### config.mk
export PLATFORM = sky130hd
export DESIGN_NAME = cu_fft_stage
export DESIGN_NICKNAME = d
export VERILOG_FILES = /design/src/rtl/cu_fft_stage.sv
export SDC_FILE = /design/constraint.sdc
export NUM_CORES = 1
export LEC_CHECK = 0
export ABC_AREA = 1
export BUFFER_PORTS_ARGS = -buffer_cell sky130_fd_sc_hd__buf_4
export CORE_MARGIN = 2
export CORE_UTILIZATION = 45
export CTS_CLUSTER_SIZE = 12
export DETAILED_ROUTE_END_ITERATION = 16
export HOLD_SLACK_MARGIN = 0.12
export PLACE_DENSITY = 0.75
export REMOVE_ABC_BUFFERS = 1
export SLEW_MARGIN = 25
export SYNTH_ARGS = -nofsm -noshare
export SYNTH_HDL_FRONTEND = slang
export SYNTH_SLANG_ARGS = --single-unit
### constraint.sdc
create_clock -name clk -period 1.6 [get_ports clk]
set_input_delay 0.08 -clock clk [delete_from_list [all_inputs] [get_ports clk]]
set_output_delay 0.08 -clock clk [all_outputs]
set_load 0.02 [all_outputs]
### src/rtl/cu_fft_stage.sv
// cu_fft_stage: sequencer for one FFT stage.
// Turns a frame-start pulse from the previous stage into the butterfly
// enable, the twiddle multiplier enable with its ROM address, and a delayed
// frame-start pulse for the next stage. Every output is a register.
module cu_fft_stage #(
    parameter int FRAME_LEN = 32,
    parameter int ADDR_W    = 9,
    parameter int ADDR_BASE = 0,
    parameter int ADDR_STEP = 1,
    parameter int MUL_LAT   = 2
) (
    input  logic              clk,
    input  logic              rst,
    input  logic              alert_in,
    output logic              bf_en,
    output logic              mul_en,
    output logic [ADDR_W-1:0] addr,
    output logic              alert_out,
    output logic              busy,
    output logic [7:0]        frame_cnt,
    output logic              overrun_err
);

    localparam int                BEAT_W = (FRAME_LEN > 1) ? $clog2(FRAME_LEN) : 1;
    localparam logic [BEAT_W-1:0] LAST   = BEAT_W'(FRAME_LEN - 1);
    localparam logic [ADDR_W-1:0] BASE   = ADDR_W'(ADDR_BASE);
    localparam logic [ADDR_W-1:0] STEP   = ADDR_W'(ADDR_STEP);

    typedef enum logic [1:0] {IDLE, RUN, DRAIN} state_t;

    state_t              state_q;
    logic [BEAT_W-1:0]   beat_q;
    logic                bf_en_q;
    logic                busy_q;
    logic                mul_en_q, mul_en_d;
    logic [ADDR_W-1:0]   addr_q, addr_d;
    logic [7:0]          frame_cnt_q, frame_cnt_d;
    logic                overrun_q, overrun_d;
    logic                alert_out_q, alert_out_d;
    // One bit per accepted frame start still travelling toward alert_out.
    logic [MUL_LAT:0]    vld_pipe_q, vld_pipe_d;
    logic                accept;
    logic                pending;

    // A start pulse is taken unless a frame is mid-flight (last beat excepted).
    always_comb begin
        accept      = alert_in && ((state_q != RUN) || (beat_q == LAST));
        pending     = |vld_pipe_q;
        vld_pipe_d  = {vld_pipe_q[MUL_LAT-1:0], accept};
        alert_out_d = vld_pipe_q[MUL_LAT];
        mul_en_d    = bf_en_q;
        // Multiplier beat k follows butterfly beat k by one cycle.
        addr_d      = BASE;
        if (bf_en_q)
            addr_d = (beat_q == '0) ? BASE : addr_q + STEP;
        frame_cnt_d = accept ? frame_cnt_q + 8'd1 : frame_cnt_q;
        overrun_d   = overrun_q | (alert_in & ~accept);
    end

    // Frame sequencer: state, beat counter, butterfly enable and busy.
    always_ff @(posedge clk) begin
        if (rst) begin
            state_q <= IDLE;
            beat_q  <= '0;
            bf_en_q <= 1'b0;
            busy_q  <= 1'b0;
        end else begin
            case (state_q)
                IDLE: begin
                    if (accept) begin
                        state_q <= RUN;
                        beat_q  <= '0;
                        bf_en_q <= 1'b1;
                        busy_q  <= 1'b1;
                    end
                end
                RUN: begin
                    if (beat_q == LAST) begin
                        beat_q <= '0;
                        if (accept) begin
                            // Chained frame: no bubble in bf_en.
                            bf_en_q <= 1'b1;
                        end else begin
                            state_q <= DRAIN;
                            bf_en_q <= 1'b0;
                        end
                    end else begin
                        beat_q <= beat_q + 1'b1;
                    end
                end
                DRAIN: begin
                    if (accept) begin
                        state_q <= RUN;
                        beat_q  <= '0;
                        bf_en_q <= 1'b1;
                    end else if (!mul_en_q && !pending) begin
                        state_q <= IDLE;
                        busy_q  <= 1'b0;
                    end
                end
                default: begin
                    state_q <= IDLE;
                    beat_q  <= '0;
                    bf_en_q <= 1'b0;
                    busy_q  <= 1'b0;
                end
            endcase
        end
    end

    // Datapath registers: multiplier side, alert delay line, counters.
    always_ff @(posedge clk) begin
        if (rst) begin
            mul_en_q    <= 1'b0;
            addr_q      <= BASE;
            frame_cnt_q <= '0;
            overrun_q   <= 1'b0;
            alert_out_q <= 1'b0;
            vld_pipe_q  <= '0;
        end else begin
            mul_en_q    <= mul_en_d;
            addr_q      <= addr_d;
            frame_cnt_q <= frame_cnt_d;
            overrun_q   <= overrun_d;
            alert_out_q <= alert_out_d;
            vld_pipe_q  <= vld_pipe_d;
        end
    end

    assign bf_en       = bf_en_q;
    assign mul_en      = mul_en_q;
    assign addr        = addr_q;
    assign alert_out   = alert_out_q;
    assign busy        = busy_q;
    assign frame_cnt   = frame_cnt_q;
    assign overrun_err = overrun_q;

endmodule

==> results of run 1 <==
## state kept, by name (all words and copies together), names as in the netlist
| name | count |
|---|---|
| addr | 9 |
| frame_cnt | 8 |
| beat_q | 5 |
| vld_pipe_q | 3 |
| state_q | 2 |
| alert_out | 1 |
| bf_en | 1 |
| busy | 1 |
| mul_en | 1 |
| overrun_err | 1 |
## power breakdown
part           internal [µW]  leakage, µW  total (µW)  switching, µW
combinational           71.3     0.000508         188            117
clock                    415    0.0000515         691            277
sequential               820     0.000261         837           17.1
total                   1310     0.000821        1720            410
## critical path: stages, from the launching register on
cell and delay (ns):
dfxtp_2 0.34, ha_2 0.17, nand2_2 0.06, nor2_2 0.13, ha_2 0.20, inv_2 0.06
nand2_4 0.12, nand2_8 0.09, nor2_2 0.13, nand2_1 0.06, nand2_1 0.05, nor2_1 0.03
## path summary, 6_finish.rpt
kind | to | slack, ns
hold / removal | alert_out | 0.43
setup reg to reg | frame_cnt[6] | 0.06
setup / recovery | frame_cnt[6] | 0.06
hold reg to reg | alert_out | 0.43
## routing by layer
metal	global-route usage [%]	wire, µm	vias to the layer above
met5	0	0	-
met4	9.006	73	0
li1	-	-	726
met2	27.80	1393	32
met1	20.26	1377	605
met3	8.955	178	10
## stage by stage
step | hold WS, ns | worst slack [ns] | power (µW)
after floorplan | 0.1491 | 0.1136 | 952.0
after global placement | 0.3794 | 0.07288 | 1013
after detailed placement | 0.3799 | 0.006110 | 1016
after CTS | 0.4285 | 0.001990 | 1710
after global routing | 0.4574 | -0.05851 | 1794
final | 0.4255 | 0.06404 | 1717
## cell type report
class / instances / area, µm²
Inverter: 30 / 115.1
Clock buffer: 7 / 65.06
Timing Repair Buffer: 31 / 237.7
Fill cell: 284 / 1189
Tap cell: 44 / 55.05
Multi-Input combinational cell: 142 / 743.2
Clock inverter: 1 / 30.03
Sequential cell: 32 / 643.1
## kinds of logic after synthesis
logic type | count (synthesis) | share of synthesized area, %
AOI/OAI and AO/OA | 26 | 9.332
xor gates and xnor gates | 1 | 0.5994
adders and majority gates | 5 | 4.281
buffers and inverters | 33 | 9.246
DFF | 32 | 43.84
and+or+nand+nor | 109 | 32.70
## synth_stat cells (2+ instances only)
cell type | n | share of area [%]
inv_1 | 29 | 7.4
nor2_1 | 34 | 8.7
a21oi_1 | 15 | 5.1
dfxtp_1 | 32 | 44
ha_1 | 5 | 4.3
o21ai_0 | 9 | 3.1
nand2_4 | 2 | 1.5
or2_2 | 2 | 0.86
nand2_1 | 45 | 12
nand3_1 | 15 | 5.1
nand4_1 | 6 | 2.6
nor3_1 | 3 | 1.0
## repair_timing
action                     CTS  global route
hold buffers                 2             0
buffers inserted             0             1
hold endpoints to repair    15             0
setup endpoints to repair    0            12
resized for setup            0            21
==> impl_metrics.json, run 1 <==
{
  "via_count": 1373,
  "place_congestion": 0.8180,
  "place_inst": 275,
  "design.core.area_um2": 3078,
  "grt_overflow": 0,
  "drive_gt1_share_pct": 24.28,
  "yosysWarnings": 0,
  "clock.fmax_mhz": 651.1,
  "die_area_um2": 3719,
  "tightestPinTransition_ns": 0.3280,
  "slew_viol_final": 0,
  "p_per_area_nw_per_um2": 908.6,
  "max-cap-violations": 0,
  "tns_ns": 0,
  "critPathArrivalTime_ns": 1.79,
  "wirelength_mm": 3.023,
  "cts_buffers": 5,
  "syn_avg_cell_area_um2": 7.094,
  "ys_ff_latch": 32,
  "setup_viol_count_final": 0,
  "cts_max_path_buffers": 2,
  "ys_seq_area_share_pct": 43.84,
  "cp_max_fo": 7,
  "crit_start": "beat_q[0]",
  "slew_headroom_pct": 78.06,
  "worstSetupPathType": "flip-flop to flip-flop",
  "cts_tree": "built",
  "final_cell_area_um2": 1889,
  "synthFlopType": "dfxtp_1",
  "std_cell_rows": 20,
  "status": "complete, no violations",
  "clkLatencyLatePin_ns": 0.34,
  "routedWlPerCell_um": 10.53,
  "instances_no_fill": 287,
  "cts_root_buf": "clkbuf_4",
  "hold_start": "vld_pipe_q[2]",
  "post-route-util_pct": 61.38,
  "ir_drop_mv": 0.5929,
  "yosysUniqueCellTypes": 21,
  "antenna_found_initial": 0,
  "synthesis.instances": 206,
  "syn2layout_area_growth_pct": 29.28,
  "hold_violations": 0,
  "syn_area_um2": 1461,
  "leakagePower_uw": 0.0008205,
  "worst-r2r-cell-count": 11,
  "required_ns": 1.85,
  "grt_usage_pct": 17.87,
  "nets": 250,
  "min_period_ns": 1.536,
  "synth_edf_count": 0,
  "place_area_um2": 1704,
  "dp.final_hpwl_mm": 2.159,
  "holdPathStages": 2,
  "ant_nets": 0,
  "grt_first_pass_wirelength_mm": 4.719,
  "clkTransAtPathRegs_ns": 0.10,
  "min_path_type": "flip-flop to flip-flop",
  "first_pass_iters": 5,
  "r2r_start": "beat_q[0]",
  "ys_async_sr_fraction_pct": 0,
  "start_util_pct": 47.48,
  "final_common_cell": "nand2_1",
  "grt_pass1_vias": 1136,
  "h-tree-depth": 2,
  "drtIter0Drc": 73,
  "port_buffers": 24,
  "start_kind": "flip-flop",
  "final_cell_mix": "nand2_1, nor2_1, dfxtp_1, buf_4, inv_1",
  "period_share_pct": 96.00,
  "rsz0062_at_grt": "true",
  "antenna_cells": 0,
  "drc": 0,
  "vias_per_cell": 4.784,
  "pin_count": 25,
  "grt_max_degree": 16,
  "fin_skew_ns": 0.009773,
  "cp-end-kind": "flip-flop",
  "die_x_um": 60.99,
  "die_h_um": 60.99,
  "cts_sinks": 32
}
(Power assumes the default switching activity.)
==> run 2, diff against run 1 <==
- BUFFER_PORTS_ARGS: -buffer_cell sky130_fd_sc_hd__buf_4 -> -buffer_cell sky130_fd_sc_hd__buf_2
- CELL_PAD_IN_SITES_DETAIL_PLACEMENT: unset -> 1
- CELL_PAD_IN_SITES_GLOBAL_PLACEMENT: unset -> 1
- CORE_UTILIZATION: 45 -> 35
- PLACE_DENSITY: 0.75 -> 0.8
==> impl_metrics.json, run 2 (synthesis results as in run 1) <==
{
  "status": "complete, no violations",
  "cp_max_fo": 7,
  "grt_max_degree": 15,
  "fin_skew_ns": 0.006879,
  "worst-r2r-cell-count": 10,
  "p_total_uw": 1685,
  "worstSetupPathType": "flip-flop to flip-flop",
  "grt_overflow": 0,
  "instances_no_fill": 298,
  "clock.fmax_mhz": 643.7,
  "slew_viol_final": 0,
  "setup_viol_count_final": 0,
  "h-tree-depth": 2,
  "ir_drop_mv": 0.5531,
  "cts_root_buf": "clkbuf_8",
  "die_x_um": 68.62,
  "routedWlPerCell_um": 12.45,
  "tightestPinTransition_ns": 0.3137,
  "port_buffers": 24,
  "via_count": 1437,
  "die_area_um2": 4708,
  "place_inst": 285,
  "syn2layout_area_growth_pct": 27.14,
  "path_delay_family": "simple AND/OR/NAND/NOR gates",
  "start_kind": "flip-flop",
  "final_cell_mix": "nand2_1, nor2_1, dfxtp_1, inv_1, buf_2",
  "hold_violations": 0,
  "antenna_found_initial": 0,
  "slew_headroom_pct": 78.93,
  "cpPeakStageDelay_ns": 0.35,
  "start_util_pct": 36.53,
  "dp.final_hpwl_mm": 2.621,
  "pin_count": 25,
  "antenna_cells": 0,
  "p_per_area_nw_per_um2": 907.1,
  "r2r_slack_ns": 0.05,
  "leakagePower_uw": 0.0008365,
  "grt_usage_pct": 17.06,
  "cts_sinks": 32,
  "wirelength_mm": 3.710,
  "whs_ns": 0.1343,
  "first_pass_iters": 4,
  "grt_pass1_vias": 1328,
  "min_period_ns": 1.554,
  "drive_gt1_share_pct": 24.19,
  "crit_buf_inv": 2,
  "min_path_type": "input pin to flip-flop",
  "fill_cells": 522,
  "grt_first_pass_wirelength_mm": 5.947,
  "post-route-util_pct": 46.45,
  "ant_nets": 0,
  "period_share_pct": 97.10,
  "fin_ws_ns": 0.04646,
  "cp_num_cells": 10,
  "drc": 0,
  "vias_per_cell": 4.822,
  "nets": 255,
  "place_congestion": 0.8175,
  "holdPathStages": 4,
  "std_cell_rows": 23,
  "cp-end-kind": "flip-flop",
  "cts_buffers": 5,
  "critPathArrivalTime_ns": 1.73,
  "design.core.area_um2": 4000,
  "clkLatencyLatePin_ns": 0.29,
  "required_ns": 1.77,
  "cts_tree": "built",
  "max-cap-violations": 0,
  "pre_cts_ws_ns": 0.009262,
  "cts_max_path_buffers": 2,
  "path_cells": "ha_4, nand2_2, nor2_1, ha_2, inv_2, nand2_4, nand2_8, buf_4, nand3_1, a21oi_1",
  "die_h_um": 68.62,
  "drtIter0Drc": 42,
  "largest_reg_flops": 9,
  "clkTransAtPathRegs_ns": 0.07,
  "final_common_cell": "nand2_1",
  "crit_slowest_cell": "dfxtp_2"
}
[run 2: cell count changes in the layout (fill, tap and decap cells not counted), moves of 2 or more]
cell,previous run,this run
dlygate4sd3_1,2,0
clkbuf_8,2,6
buf_4,29,12
clkbuf_4,5,0
o21ai_1,3,1
nor2_2,3,1
a21oi_1,13,15
buf_2,0,24
o21ai_0,6,8
nor2_1,31,33
a21oi_2,2,0
[run 2: final cells by class]
| type | count | area [µm²] | area share [%] |
|---|---|---|---|
| clock buffer | 7 | 86.33 | 4.646 |
| clock inverter | 1 | 7.507 | 0.4040 |
| inverter | 30 | 117.6 | 6.330 |
| multi-input combinational | 142 | 730.7 | 39.33 |
| sequential | 32 | 643.1 | 34.61 |
| tap | 50 | 62.56 | 3.367 |
| timing repair buffer | 36 | 210.2 | 11.31 |
[run 2: final timing paths]
| path | startpoint | endpoint |
|---|---|---|
| setup / recovery | beat_q[1] | beat_q[1] |
| hold / removal | rst | mul_en |
| setup reg to reg | beat_q[1] | beat_q[1] |
| hold reg to reg | vld_pipe_q[1] | vld_pipe_q[2] |
[run 2: routing by layer]
| layer | vias to the layer above | GRT usage [%] | part of all wire, % |
|---|---|---|---|
| met5 | - | 0 | 0 |
| met3 | 6 | 5.357 | 4.1 |
| met4 | 0 | 6.750 | 1.9 |
| met2 | 23 | 28.37 | 45 |
| met1 | 673 | 20.32 | 49 |
| li1 | 735 | - | - |
[run 2: repair_timing]
action,in CTS,in global routing
hold buffers,0,0
buffers inserted,0,4
resized for setup,1,14
pin swaps,0,5
setup endpoints to repair,2,8
cloned,0,1
[run 2: tightest hold or removal path, delay by kind of cell]
| family | cells | cell delay, ns |
|---|---|---|
| AND/OR/NAND/NOR | 1 | 0.07 |
| buffers and inverters | 3 | 0.22 |
[run 2: stage by stage]
stage / cell area [µm²] / setup TNS, ns
2_1_floorplan: 1439 / 0
3_3_place_gp: 1682 / 0
3_5_place_dp: 1682 / 0
4_1_cts: 1775 / 0
5_1_grt: 1858 / -0.1146
6_report: 1858 / 0
[run 2: power breakdown]
group / switching [µW] / total (µW) / internal [µW]
Sequential: 17.1 / 838 / 821
Clock: 308 / 657 / 349
Combinational: 123 / 190 / 67.2
==> run 3, diff against run 2 <==
- REMOVE_ABC_BUFFERS: 1 -> unset
- clock period: 1.6 -> 1.33 ns (I/O delays scaled with it)
==> impl_metrics.json, run 3 (synthesis results as in run 1) <==
{
  "cts_max_path_buffers": 2,
  "regArea_um2": 650.6,
  "whs_ns": 0.1628,
  "slew_headroom_pct": 79.38,
  "antenna_found_initial": 0,
  "largest_reg_flops": 9,
  "routedWlPerCell_um": 14.65,
  "fill_cells": 503,
  "netSwitchingFraction_pct": 27.35,
  "cts_tree": "built",
  "syn2layout_area_growth_pct": 45.46,
  "comb_power_share_pct": 14.0,
  "ir_drop_mv": 0.4796,
  "start_kind": "flip-flop",
  "required_ns": 1.51,
  "setup_viol_count_final": 18,
  "grt_overflow": 0,
  "start_util_pct": 36.53,
  "rsz0062_at_grt": "true",
  "p_clk_share_pct": 37.8,
  "cp_max_fo": 5,
  "slew_viol_final": 0,
  "cts_root_buf": "clkbuf_8",
  "p_per_area_nw_per_um2": 983.1,
  "status": "complete, but fails checks",
  "min_path_type": "input pin to flip-flop",
  "cts_sinks": 32,
  "design.core.area_um2": 4000,
  "pin_count": 25,
  "dp.final_hpwl_mm": 2.983,
  "final_common_cell": "nand2_1",
  "critPathArrivalTime_ns": 1.68,
  "die_h_um": 68.62,
  "fin_ws_ns": -0.1649,
  "grt_pass1_vias": 1480,
  "tightestPinTransition_ns": 0.3070,
  "grt_max_degree": 15,
  "final_cell_mix": "nand2_1, nor2_1, dfxtp_1, inv_1, buf_4",
  "leakagePower_uw": 0.0009573,
  "clock.fmax_mhz": 668.9,
  "cp-end-kind": "flip-flop",
  "min_period_ns": 1.495,
  "fin_skew_ns": 0.008394,
  "std_cell_rows": 23,
  "die_x_um": 68.62,
  "hold_violations": 0,
  "antenna_cells": 0,
  "place_congestion": 0.8127,
  "port_buffers": 24,
  "max-cap-violations": 0,
  "grt_first_pass_wirelength_mm": 6.644,
  "violations": "negative setup slack",
  "clkLatencyLatePin_ns": 0.29,
  "via_count": 1541,
  "wirelength_mm": 4.586,
  "period_share_pct": 112.4,
  "multi_input_area_um2": 874.6,
  "first_pass_iters": 4,
  "pwr-share-seq_pct": 48.2,
  "grt_usage_pct": 19.51,
  "clkTransAtPathRegs_ns": 0.07,
  "tns_ns": -1.994,
  "p_int_uw": 1518,
  "ant_nets": 0,
  "cts_buffers": 5,
  "drc": 0,
  "syn_nets": 214,
  "vias_per_cell": 4.923,
  "nets": 270,
  "die_area_um2": 4708,
  "drive_gt1_share_pct": 38.40,
  "p_sw_uw": 571.5,
  "h-tree-depth": 2,
  "drtIter0Drc": 55,
  "worstSetupPathType": "flip-flop to flip-flop"
}
[run 3: cell count changes in the layout (fill, tap and decap cells not counted), moves of 3 or more]
cell	before	now
nor2_4	1	4
nand2_1	44	40
a21oi_1	15	8
nand3_1	14	11
a21oi_2	0	7
buf_4	12	26
nor2_1	33	28
o21ai_2	0	5
o21ai_0	8	4
nand3_2	1	4
[run 3: through the flow]
stage / setup slack (ns) / cell area (µm²) / instances / power (µW) / utilization (%)
2_1_floorplan: -0.07964 / 1489 / 206 / 1163 / -
3_3_place_gp: -0.1312 / 1807 / 298 / 1246 / 45.17
3_5_place_dp: -0.2331 / 1807 / 298 / 1253 / 45.17
4_1_cts: -0.1413 / 1936 / 308 / 2050 / 48.39
5_1_grt: -0.2504 / 2126 / 313 / 2178 / 53.14
6_report: -0.1649 / 2126 / 313 / 2090 / 53.14
[run 3: final cells by class]
type / count / area share, %
clock buffers: 8 / 4.238
repair buffers: 51 / 15.30
inverters: 30 / 5.768
well taps: 50 / 2.943
flip-flops and latches: 32 / 30.61
multi-input cells: 142 / 41.14
[run 3: power by group through the flow]
stage	clock network, µW	registers, µW	logic [µW]
4_1_cts	805	1010	239
3_3_place_gp	0	1030	220
5_1_grt	845	1010	323
6_report	790	1010	292
2_1_floorplan	0	1050	112
3_5_place_dp	0	1030	225
[run 3: worst max-delay path, cell delays in order (launching register included)]
cell	delay [ns]
dfxtp_4	0.36
ha_4	0.14
nand2_4	0.06
nor2_4	0.13
ha_4	0.16
inv_4	0.05
nand2_8	0.10
nand2_8	0.08
buf_4	0.16
nand3_1	0.09
a21oi_2	0.06
[run 3: layer usage]
metal | routed length (µm) | up-vias | GRT usage (%)
met2 | 2353 | 25 | 33.17
li1 | - | 766 | -
met5 | 0 | - | 0
met3 | 138 | 8 | 4.870
met1 | 2020 | 742 | 23.42
met4 | 73 | 0 | 7.750
[run 3: path summary, 6_finish.rpt]
check                 from         to  slack (ns)  depth (start not counted)
max              beat_q[0]  beat_q[2]       -0.16                         10
min               alert_in       busy        0.16                          3
max reg2reg      beat_q[0]  beat_q[2]       -0.16                         10
min reg2reg  vld_pipe_q[2]  alert_out        0.43                          2
[run 3: repair_timing]
action                                 in CTS  in global routing
setup endpoints to repair                  21                 21
endpoints found under the hold margin       1                  0
hold buffers                                1                  0
resized for setup                           7                 37
pin swaps                                   3                 13
gates cloned                                0                  1
setup buffers                               1                  4
